`config.mk`:
```
export PLATFORM = sky130hd
export DESIGN_NAME = counter_event_fifo
export DESIGN_NICKNAME = d
export VERILOG_FILES = /design/src/rtl/counter_event_fifo_pkg.sv /design/src/rtl/counter_sync_fifo.sv /design/src/rtl/counter_event_fifo.sv
export SDC_FILE = /design/constraint.sdc
export NUM_CORES = 1
export LEC_CHECK = 0
export ABC_CLOCK_PERIOD_IN_PS = 2100
export CAP_MARGIN = 20
export CORE_MARGIN = 5
export CORE_UTILIZATION = 40
export DETAILED_ROUTE_END_ITERATION = 16
export GPL_TIMING_DRIVEN = 0
export PLACE_DENSITY = 0.66
export SYNTH_ARGS = -nofsm -noshare
export SYNTH_HDL_FRONTEND = slang
export SYNTH_SLANG_ARGS = --single-unit
```
`constraint.sdc`:
```
create_clock -name CLK -period 2.1 [get_ports CLK]
set_clock_uncertainty 0.2 [all_clocks]
set_input_delay 0.42 -clock CLK [delete_from_list [all_inputs] [get_ports CLK]]
set_output_delay 0.42 -clock CLK [all_outputs]
set_load 0.05 [all_outputs]
```
`src/rtl/counter_event_fifo_pkg.sv`:
```
// Shared definitions for the mode counter and its event FIFO: level codes,
// the layout of an event entry and the FIFO occupancy state encoding.
package counter_event_fifo_pkg;

  localparam logic ALTO = 1'b1;
  localparam logic BAJO = 1'b0;

  localparam int EV_RCO_BIT  = 5;
  localparam int EV_LOAD_BIT = 4;
  localparam int EV_Q_MSB    = 3;
  localparam int EV_W        = EV_RCO_BIT + 1;

  typedef enum logic [1:0] {
    FIFO_EMPTY   = 2'b00,
    FIFO_PARTIAL = 2'b01,
    FIFO_FULL    = 2'b10
  } fifo_state_e;

  function automatic logic [EV_W-1:0] pack_event(input logic rco, input logic load,
                                                 input logic [EV_Q_MSB:0] q);
    logic [EV_W-1:0] e;
    e                   = '0;
    e[EV_RCO_BIT]       = rco;
    e[EV_LOAD_BIT]      = load;
    e[EV_Q_MSB:0]       = q;
    return e;
  endfunction

endpackage

```
`src/rtl/counter_sync_fifo.sv`:
```
// First-word-fall-through FIFO with an EMPTY/PARTIAL/FULL occupancy FSM.
// A write while full is only accepted when the head is popped on the same edge.
module counter_sync_fifo
  import counter_event_fifo_pkg::*;
#(
  parameter int DEPTH = 4,
  parameter int DW    = EV_W,
  parameter int AW    = $clog2(DEPTH),
  parameter int LW    = $clog2(DEPTH) + 1
) (
  input  logic          clk,
  input  logic          srst,
  input  logic          wr,
  input  logic [DW-1:0] din,
  input  logic          rd,
  output logic          valid,
  output logic [DW-1:0] dout,
  output logic [LW-1:0] level,
  output logic          drop
);

  localparam logic [LW-1:0] DEPTH_L = LW'(DEPTH);

  logic [DW-1:0] mem [DEPTH];
  logic [AW-1:0] wr_ptr_reg, rd_ptr_reg;
  logic [LW-1:0] level_reg, level_next;
  fifo_state_e   state_reg, state_next;
  logic          push, pop;

  always_comb begin
    pop        = (state_reg != FIFO_EMPTY) && rd;
    push       = wr && ((state_reg != FIFO_FULL) || pop);
    level_next = level_reg;
    state_next = state_reg;
    case ({push, pop})
      2'b10:   level_next = level_reg + LW'(1);
      2'b01:   level_next = level_reg - LW'(1);
      default: level_next = level_reg;
    endcase
    case (state_reg)
      FIFO_EMPTY:   if (push) state_next = FIFO_PARTIAL;
      FIFO_PARTIAL: begin
        if (level_next == DEPTH_L)  state_next = FIFO_FULL;
        else if (level_next == '0)  state_next = FIFO_EMPTY;
      end
      FIFO_FULL:    if (pop && !push) state_next = FIFO_PARTIAL;
      default:      state_next = FIFO_EMPTY;
    endcase
  end

  always_ff @(posedge clk) begin
    if (srst) begin
      state_reg  <= FIFO_EMPTY;
      level_reg  <= '0;
      wr_ptr_reg <= '0;
      rd_ptr_reg <= '0;
    end else begin
      state_reg <= state_next;
      level_reg <= level_next;
      if (push) wr_ptr_reg <= wr_ptr_reg + AW'(1);
      if (pop)  rd_ptr_reg <= rd_ptr_reg + AW'(1);
    end
  end

  // Storage is never reset; the output gate hides stale contents.
  always_ff @(posedge clk) begin
    if (push && !srst) mem[wr_ptr_reg] <= din;
  end

  assign valid = (state_reg != FIFO_EMPTY);
  assign dout  = valid ? mem[rd_ptr_reg] : '0;
  assign level = level_reg;
  assign drop  = wr && !push;

endmodule

```
`src/rtl/counter_event_fifo.sv`:
```
// Captures RCO/LOAD events of the mode counter into a FIFO and keeps
// saturating event statistics plus a sticky overflow flag.
module counter_event_fifo
  import counter_event_fifo_pkg::*;
#(
  parameter int DEPTH = 4,
  parameter int CNT_W = 8
) (
  input  logic                     CLK,
  input  logic                     RESET,
  input  logic                     MON_EN,
  input  logic [3:0]               Q,
  input  logic                     RCO,
  input  logic                     LOAD,
  input  logic                     CLR,
  output logic                     OUT_VALID,
  input  logic                     OUT_READY,
  output logic [5:0]               OUT_DATA,
  output logic [$clog2(DEPTH):0]   LEVEL,
  output logic [CNT_W-1:0]         RCO_CNT,
  output logic [CNT_W-1:0]         LOAD_CNT,
  output logic [CNT_W-1:0]         DROP_CNT,
  output logic                     OVF_STICKY
);

  logic             ev;
  logic             drop;
  logic [EV_W-1:0]  ev_data;
  logic [CNT_W-1:0] rco_cnt_reg, load_cnt_reg, drop_cnt_reg;
  logic             sticky_reg;

  assign ev      = MON_EN && (RCO || LOAD);
  assign ev_data = pack_event(RCO, LOAD, Q);

  counter_sync_fifo #(
    .DEPTH (DEPTH),
    .DW    (EV_W)
  ) u_fifo (
    .clk   (CLK),
    .srst  (RESET == ALTO),
    .wr    (ev),
    .din   (ev_data),
    .rd    (OUT_READY),
    .valid (OUT_VALID),
    .dout  (OUT_DATA),
    .level (LEVEL),
    .drop  (drop)
  );

  // Clear takes precedence over a coincident event: that event is not counted.
  always_ff @(posedge CLK) begin
    if (RESET == ALTO || CLR == ALTO) begin
      rco_cnt_reg  <= '0;
      load_cnt_reg <= '0;
      drop_cnt_reg <= '0;
      sticky_reg   <= BAJO;
    end else begin
      if (ev && RCO  && rco_cnt_reg  != '1) rco_cnt_reg  <= rco_cnt_reg  + CNT_W'(1);
      if (ev && LOAD && load_cnt_reg != '1) load_cnt_reg <= load_cnt_reg + CNT_W'(1);
      if (drop && drop_cnt_reg != '1)       drop_cnt_reg <= drop_cnt_reg + CNT_W'(1);
      if (drop)                             sticky_reg   <= ALTO;
    end
  end

  assign RCO_CNT    = rco_cnt_reg;
  assign LOAD_CNT   = load_cnt_reg;
  assign DROP_CNT   = drop_cnt_reg;
  assign OVF_STICKY = sticky_reg;

endmodule

```
==> impl_metrics.ini, run 1 <==
[job]
drv_cap = 0

[timing]
worst_slack_ns = -0.127
worstMarginPinSlew_ns = 0.509
rsz0062_at_grt = yes
drv_slew = 0
finalSetupTns_ns = -0.683
finalCritPeriodShare_pct = 106
max_freq_mhz = 449
setup_viol = 6
max-slew-margin-rel_pct = 66.2
min_period_ns = 2.23
hold_viol = 0
hold_slack_ns = 0.234

[drt]
dr.first_iter.drc_count = 95
ant_nets = 0
routed_wirelength_mm = 5.39
dr.pass1.iters = 4
drc = 0
wl_per_cell_um = 14.3
viasPerCell = 5.18
vias = 1952

[final_layout]
drive_gt1_share_pct = 21.0
area_delta_synth_final_pct = 31.3
final_cell_area_sq_um = 3490
largest-register = u_fifo.mem
nets = 314
final_cell_mix = dfxtp_1, nor2_1, dlygate4sd2_1
largest_reg_flops = 24
diodes = 0
final_common_cell = dfxtp_1

[synth]
synth_edf_count = 24
async_reset_ff_share_pct = 0
synth_top_area_share_pct = 27.1
postSynthCellCount = 233
synth.cell_area_sq_um = 2660
ys_seq_elements = 60
ys.flop_type = dfxtp_1
synth_nets = 252
synth_area_leaders = dfxtp_1, edfxtp_1, mux4_2
ys_warn_count = 0
yosys.area.top_type = dfxtp_1
avgSynthCellArea_sq_um = 11.4
seq_area_frac_synth_pct = 54.3
synth.distinct_cells = 41

[die]
io_pins = 46
rows = 29
dieArea_sq_um = 8370
fp.dieW_um = 91.5
core_sq_um = 6420
die_h_um = 91.5
initial_core_util_pct = 41.4

[global_route]
grt_overflow = 0
grtUsageTotal_pct = 13.9
grt_pass1_vias = 1900
grt_pass1_wl_mm = 9.18
grt_max_degree = 12
antenna_found_initial = 0

[critical_path]
crit_type = flop to output pin
regToRegSetupSlack_ns = 0.10
cpMostUsedCell = buf_8
r2r_start = u_fifo.state_reg[0]$_SDFFE_PP0P_
r2r_end = u_fifo.state_reg[1]$_SDFFE_PP0P_
worstPathRequired_ns = 1.48
end_kind = output pin
cp-start-kind = flop
crit_path_end = OUT_DATA[4]
slowest_delay_ns = 0.51
cp_cell_sequence = buf_8 > mux4_2 > and2_4 > buf_8
path_max_fanout = 6
worst_ep_arrival_time_ns = 1.61
critPathSlowestCell = mux4_2
reg2regPathDepth = 8

[clock_network]
clock_sinks = 60
clk_pin_slew_ns = 0.07
clk_latency_ns = 0.33
cts_root_buf = clkbuf_8
cts-hold-fix-buffers = 0
cts_tree = built
clockBufferDepth = 2
h-tree-depth = 3
numCtsBuffers = 9

[worst_hold_path]
hold_class = input pin to flop

[power_and_ir_drop]
irDropWorstVdd_v = 0.000360
pwr_density_cell_nw_per_um2 = 735
p_leak_nw = 1.34
power_mw = 2.56

[placed_design]
dp_hpwl_mm = 3.65
preCtsSetupSlack_ns = -0.788
placed_area_sq_um = 3250
portBuffers = 44
finalWeightedCongestion = 0.804

[status]
violations = negative setup slack
status = finished with violations
-- routing by layer --
layer	wire length, um	share of wire [%]	global-route usage (%)	vias up
li1	-	-	-	957
met1	2510	46	18.4	936
met2	2500	46	20.7	50
met3	303	5.6	4.55	9
met4	79	1.5	6.03	0
met5	0	0	0	-
-- synth_stat cells (2+ instances only) --
master and instances:
dfxtp_1 36, nor2_1 30, edfxtp_1 24, nand2_1 12, xor2_1 12, nand3_1 11, xnor2_1 11, and2_1 10
a21oi_1 8, nand4_1 8, ha_1 7, inv_1 7, clkbuf_1 6, mux4_2 6, nor3_1 6, mux2i_1 5
o21ai_0 3, or3_1 3, a211oi_1 2, and3_1 2, and4_1 2, buf_4 2, or2_2 2
-- per-stage QoR --
| step | std cells | util [%] |
|---|---|---|
| global route | 377 | 54.3 |
| CTS | 375 | 54.2 |
| finish | 377 | 54.3 |
| floorplan | 233 | - |
| detailed placement | 354 | 50.6 |
| global placement | 354 | 50.6 |
-- power by group --
group | leakage [nW] | internal, mW | switching, mW
combinational | 0.754 | 0.186 | 0.230
clock | 0.0799 | 0.425 | 0.456
sequential | 0.511 | 1.24 | 0.0228
total | 1.34 | 1.86 | 0.708
-- area by class of cell --
class	instances	area, sq um
multi-input cells	157	1190
inverters	7	26.3
clock buffers	10	128
well taps	77	96.3
fillers	594	2940
flip-flops and latches	60	1450
clock inverters	6	41.3
plain buffers	8	73.8
repair buffers	52	479
-- worst min-delay path by stage --
stage,endpoint,startpoint,cells after the start,slack (ns)
after floorplan,flop,u_fifo.rd_ptr_reg[1]$_SDFFE_PP0P_,2,0.28
after global placement,OVF_STICKY$_SDFFE_PP0P_,OVF_STICKY$_SDFFE_PP0P_,2,0.28
after detailed placement,OVF_STICKY$_SDFFE_PP0P_,OVF_STICKY$_SDFFE_PP0P_,2,0.28
after CTS,u_fifo.rd_ptr_reg[0]$_SDFFE_PP0P_,OUT_READY,4,0.27
after global routing,u_fifo.mem[1][4]$_DFFE_PP_,LOAD,1,0.23
final,u_fifo.mem[1][4]$_DFFE_PP_,LOAD,1,0.23
-- cells by family after synthesis --
group           after synthesis  share of synthesized area (%)
flops                        60                           54.3
compound gates               24                           6.78
mux                          11                           6.97
xor+xnor                     23                           7.58
simple gates                 91                           17.5
buf+inv                      16                           2.83
fa+ha+maj                     8                           4.05
-- critical path: cells and delay by family (launching register included) --
| family | cells | cell delay, ns |
|---|---|---|
| mux | 1 | 0.51 |
| flops | 1 | 0.33 |
| buf+inv | 2 | 0.27 |
| simple gates | 1 | 0.16 |
-- repair_timing --
action                                  4_1_cts  5_1_grt
pin swaps                                    10        5
resized for setup                           102        6
buffers inserted                              5        3
endpoints found under the setup margin       63       33
Note: power is estimated with default switching activity, not from simulation.
==> run 2: changes to the inputs <==
CAP_MARGIN = 25   (was 20)
==> results of run 2 <==
Final layout, timing and power as in run 1 (identical DEF).
==> run 3: changes to the inputs <==
SLEW_MARGIN = 20   (was unset)
==> results of run 3 <==
Final layout, timing and power as in run 1 (identical DEF).
